$ cat src/rtl/digit_serial_adder.sv
// digit_serial_adder: WIDTH-bit add done one 4-bit digit per clock, LSB first,
// through a single ripple-carry slice with a registered inter-digit carry.
//
// Ports:
//   clk, rst_n           clock, asynchronous active-low reset
//   in_valid/in_ready    operand handshake (operand1, operand2, Cin)
//   out_valid/out_ready  result handshake (Result, Cout)
//   busy                 high while an operation is in RUN or DONE
//   ovf                  signed overflow, only with DIGIT_SERIAL_ADDER_OVF_EN
//
// Optional feature macro: DIGIT_SERIAL_ADDER_OVF_EN
module digit_serial_adder #(
  parameter int WIDTH = 16
) (
  input  logic             clk,
  input  logic             rst_n,
  input  logic             in_valid,
  output logic             in_ready,
  input  logic [WIDTH-1:0] operand1,
  input  logic [WIDTH-1:0] operand2,
  input  logic             Cin,
  output logic             out_valid,
  input  logic             out_ready,
  output logic [WIDTH-1:0] Result,
  output logic             Cout,
  output logic             busy
`ifdef DIGIT_SERIAL_ADDER_OVF_EN
  ,
  output logic             ovf
`endif
);

  if (WIDTH < 4 || (WIDTH % 4) != 0) begin : g_bad_width
    $error("digit_serial_adder: WIDTH must be a multiple of 4 and >= 4");
  end

  localparam int NDIG = WIDTH / 4;
  localparam int CW   = (NDIG > 1) ? $clog2(NDIG) : 1;
  localparam logic [CW-1:0] LAST = CW'(NDIG - 1);

  typedef enum logic [1:0] {
    IDLE = 2'd0,
    RUN  = 2'd1,
    DONE = 2'd2
  } state_t;

  state_t           state;
  logic [WIDTH-1:0] a_sr;
  logic [WIDTH-1:0] b_sr;
  logic             carry;
  logic [CW-1:0]    cnt;

  // 4-bit ripple slice fed from the bottom digit of the shift regs
  logic [3:0] sa;
  logic [3:0] sb;
  logic [3:0] sum4;
  logic       c1;
  logic       c2;
  logic       c3;
  logic       c4;

  assign sa = a_sr[3:0];
  assign sb = b_sr[3:0];

  assign sum4[0] = sa[0] ^ sb[0] ^ carry;
  assign c1      = (sa[0] & sb[0]) | (carry & (sa[0] ^ sb[0]));
  assign sum4[1] = sa[1] ^ sb[1] ^ c1;
  assign c2      = (sa[1] & sb[1]) | (c1 & (sa[1] ^ sb[1]));
  assign sum4[2] = sa[2] ^ sb[2] ^ c2;
  assign c3      = (sa[2] & sb[2]) | (c2 & (sa[2] ^ sb[2]));
  assign sum4[3] = sa[3] ^ sb[3] ^ c3;
  assign c4      = (sa[3] & sb[3]) | (c3 & (sa[3] ^ sb[3]));

  // Sum digits enter at the top; after NDIG shifts digit 0 sits at the bottom.
  logic [WIDTH-1:0] res_nxt;
  always_comb begin
    res_nxt = Result >> 4;
    res_nxt[WIDTH-1 -: 4] = sum4;
  end

  logic last;
  assign last = (cnt == LAST);

  assign in_ready  = (state == IDLE);
  assign out_valid = (state == DONE);
  assign busy      = (state != IDLE);

  always_ff @(posedge clk or negedge rst_n) begin
    if (!rst_n) begin
      state  <= IDLE;
      a_sr   <= '0;
      b_sr   <= '0;
      carry  <= 1'b0;
      cnt    <= '0;
      Result <= '0;
      Cout   <= 1'b0;
`ifdef DIGIT_SERIAL_ADDER_OVF_EN
      ovf    <= 1'b0;
`endif
    end else begin
      unique case (state)
        IDLE: begin
          if (in_valid) begin
            a_sr  <= operand1;
            b_sr  <= operand2;
            carry <= Cin;
            cnt   <= '0;
            state <= RUN;
          end
        end
        RUN: begin
          a_sr   <= a_sr >> 4;
          b_sr   <= b_sr >> 4;
          carry  <= c4;
          cnt    <= cnt + CW'(1);
          Result <= res_nxt;
          if (last) begin
            Cout  <= c4;
`ifdef DIGIT_SERIAL_ADDER_OVF_EN
            // operands share a sign but the sum's sign differs
            ovf   <= (sa[3] ~^ sb[3]) & (sum4[3] ^ sa[3]);
`endif
            state <= DONE;
          end
        end
        DONE: begin
          if (out_ready) state <= IDLE;
        end
        default: state <= IDLE;
      endcase
    end
  end

endmodule

$ cat config.mk
export PLATFORM = sky130hd
export DESIGN_NAME = digit_serial_adder
export DESIGN_NICKNAME = d
export VERILOG_FILES = /design/src/rtl/digit_serial_adder.sv
export SDC_FILE = /design/constraint.sdc
export NUM_CORES = 1
export LEC_CHECK = 0
export ABC_AREA = 1
export CORE_AREA = 2 2 86 88
export DETAILED_ROUTE_END_ITERATION = 8
export DIE_AREA = 0 0 88 90
export PLACE_DENSITY = 0.7
export SLEW_MARGIN = 10
export SYNTH_ARGS = -nofsm -noshare
export SYNTH_HDL_FRONTEND = slang
export SYNTH_SLANG_ARGS = --single-unit
$ cat constraint.sdc
create_clock -name clk -period 5.4 [get_ports clk]
set_clock_uncertainty 0.15 [all_clocks]
set_input_delay 1.08 -clock clk [delete_from_list [all_inputs] [get_ports clk]]
set_output_delay 1.08 -clock clk [all_outputs]
set_load 0.02 [all_outputs]
[After elaboration in Yosys (flattened, before gate mapping)]
Cells that the tools add are included.
Storage, ports and cells
  logic and storage cells: 52
  register bits: 54
Cells by class
  muxes and demuxes: 12
  equal/unequal tests: 6
  add/sub/neg operators: 1
  bitwise gates (word level): 20
  reduce and logical (&&, ||, !) cells: 6
Operators with widths (number)
  one-hot mux 16 bit (2 select lines): 2
  two-way mux 16 bit: 2
  bitwise AND 1 bit: 8
  two-way mux 2 bit: 4
  XOR 1 bit: 8
  one-hot mux 2 bit (3 select lines): 1
  == test 2 bit, second input constant: 2
  != test 2 bit, second input constant: 2
  bitwise OR 1 bit: 4
  one-hot mux 2 bit (2 select lines): 1
  AND reduction 2 bit: 2
  nonzero test 2 bit: 2
  AND reduction 3 bit: 1
  adder 2 x 1 -> 2 bit, second input constant: 1
  == test 2 x 1 -> 1 bit, second input constant: 1
  zero test 2 bit: 1
  != test 2 x 1 -> 1 bit, second input constant: 1
  one-hot mux 1 bit (2 select lines): 1
  two-way mux 1 bit: 1

[Logic depth before layout (Yosys ltp)]
  depth in word-level cells: 10
  mapped depth: 10

[Least setup slack after synthesis]
OpenSTA, ideal clock, no wires.
  kind: register to output
  start point: register state[0]
  end point: output busy
  data required time: 4.170 ns
  data arrival time: 1.191 ns
  setup slack: 2.979 ns
  stages on the path, launching flop included: 4
  cell sequence: dfrtp_1 -> clkbuf_1 -> nor2_1 -> inv_1
Between the ends
  cells in the longest elaborated chain, start to end: 1
Ends and longest elaborated chain
  start, declared: line 47  | state_t state;
  start signal, assigned: line 90  | state <= IDLE;
  start signal, assigned: line 108  | state <= RUN;
  start signal, assigned: line 123  | state <= DONE;
  nonzero test 2 bit: line 86  | assign busy = (state != IDLE);
  end, declared: line 26  | output logic busy
No other way between the ends.

[Worst setup path after layout]
Same ends and word-level chain as after synthesis.

==> impl_metrics.tcl <==
set metrics [dict create \
    synth_area_sq_um 2720 \
    cts_tree "yes" \
    placed_area_sq_um 3230 \
    end_kind "output port" \
    slew_headroom_pct 27.9 \
    drv_cap 0 \
    synth_nets 388 \
    slew_viol_final 0 \
    die_area_sq_um 7920 \
    rsz0062_at_grt "no" \
    gp_congestion 0.705 \
    min_period_ns 3.46 \
    ys_types 18 \
    drtIter0Drc 157 \
    num_vias 2169 \
    status "finished clean" \
    cts_hold_buf 0 \
    grt_max_degree 71 \
    avgSynthCellArea_sq_um 7.87 \
    std_cell_rows 31 \
    syn2layout_area_growth_pct 23.8 \
    worst_pin_slew_ns 1.08 \
    grt_pass1_vias 2126 \
    hpwl_um 3500 \
    clockBufferDepth 2 \
    drive_gt1_share_pct 4.70 \
    die_w_um 88 \
    power.density_nw_per_um2 590 \
    synth_warnings 0 \
    wl_met1_um 2300 \
    coreArea_sq_um 7020 \
    cts_resized 0 \
    hold_path_class "reg -> reg" \
    cts-root-buf "clkbuf_8" \
    whs_ns 0.340 \
    synth_seq_area_share_pct 49.6 \
    wl_per_cell_um 10.7 \
    dr.max_layer_used "met4" \
    grt_use_total_pct 14.3 \
    wl_met3_um 235 \
    insertion_delay_ns 0.31 \
    cts_num_sinks 54 \
    period_share_pct 64.0 \
    nFillCells 722 \
    overflow 0 \
    viasPerCell 4.50 \
    vdd_drop_max_uv 214 \
    total_power_uw 1990 \
    ys_seq_elements 54 \
    layout_commonest_cell "nand2_1" \
    clk_pin_slew_ns 0.10 \
    start_kind "flop" \
    cts_setup_buffers 0 \
    finalSetupTns_ns 0 \
    place_ws_ns 2.25 \
    syn_inst 346 \
    hold_viol 0 \
    final_cell_mix "nand2_1, inv_1, clkdlybuf4s50_1" \
    antenna_found_initial 0 \
    die_h_um 90 \
    worstPathRequired_ns 4.17 \
    io_buffers 56 \
    setup_viol 0 \
    grt_pass1_wl_um 9290 \
    worst_slack_ns 1.94 \
    cp.arrival_ns 2.23 \
    routed_wl_um 5160 \
    met2_length_um 2580 \
    first_pass_iters 4 \
    drc 0 \
    antenna_cells 0 \
    initial_core_util_pct 38.8 \
    cp_max_fo 32 \
    critical_path_class "reg -> out" \
    cts_buffers 5 \
    layout.nets 424 \
    clock.fmax_mhz 289 \
    drtAntennaViolNets 0 \
    cts-htree-levels 2 \
    io_pins 57 \
    postLayoutCellArea_sq_um 3370 \
    cellLeakagePower_uw 0.00175 \
]
## synth_stat cells
master,n,share of area (%)
dfrtp_1,54,50
nand2_1,110,15
o21ai_1,5,0.92
inv_1,62,8.5
buf_2,10,1.8
ha_1,1,0.46
fa_1,4,2.9
clkbuf_1,1,0.14
nor2_1,3,0.41
nand2_2,3,0.69
nor2_4,2,0.83
o31ai_1,1,0.28
o21ai_0,16,2.9
buf_4,18,5.0
nand3_1,52,9.6
inv_2,2,0.28
a21oi_1,1,0.18
o22ai_1,1,0.23
## logic make-up (layout without fill, tap and decap cells)
| logic type | Yosys count | in the layout | synth area share, % |
|---|---|---|---|
| buffers and inverters | 93 | 130 | 15.8 |
| DFF | 54 | 54 | 49.6 |
| AOI/OAI and AO/OA | 24 | 24 | 4.55 |
| and+or+nand+nor | 170 | 170 | 26.7 |
| adders and majority gates | 5 | 5 | 3.40 |
## per-layer routing
metal | vias up | GRT usage [%]
met5 | - | 0
met4 | 0 | 2.82
met3 | 5 | 3.76
met2 | 45 | 24.3
met1 | 1016 | 18.1
li1 | 1103 | -
## sequential cells by signal, summed over array words and instances, names as in the netlist
| register | cells |
|---|---|
| cnt | 2 |
| a_sr | 16 |
| carry | 1 |
| Result | 16 |
| state | 2 |
| Cout | 1 |
| b_sr | 16 |
## worst max-delay path: stages, from the launching register on
cell             delay [ns]
dfrtp_1                1.06
nor2_1                 0.18
inv_1                  0.09
clkdlybuf4s50_1        0.60
## power breakdown
group | leakage [uW] | total [uW] | internal [uW] | switching [uW]
logic | 0.00101 | 926 | 372 | 553
clock network | 0.0000714 | 326 | 198 | 129
registers | 0.000673 | 737 | 596 | 141
total | 0.00175 | 1990 | 1170 | 823
## through the flow
step	util, %	cells
detailed placement	46.0	474
global placement	46.0	474
floorplan	-	346
CTS	48.0	482
finish	48.0	482
global route	48.0	482
## cell type report
class                   instances  area, sq um  area share, %
clock buffers                   6         82.6           2.45
clock inverters                 2         60.1           1.78
multi-input cells             199          942           28.0
well taps                      99          124           3.67
repair buffers                 58          571           16.9
flip-flops and latches         54         1350           40.1
inverters                      64          240           7.13
## final timing paths
path	start	end	slack, ns	cells after the start
max	state[0]	busy	1.94	3
min	Result[2]	Result[2]	0.34	2
max reg2reg	a_sr[0]	Result[15]	3.06	8
min reg2reg	Result[2]	Result[2]	0.34	2
max in group asynchronous	rst_n	b_sr[5]	3.92	2
min in group asynchronous	rst_n	Result[7]	0.75	2
(Power assumes the default switching activity.)
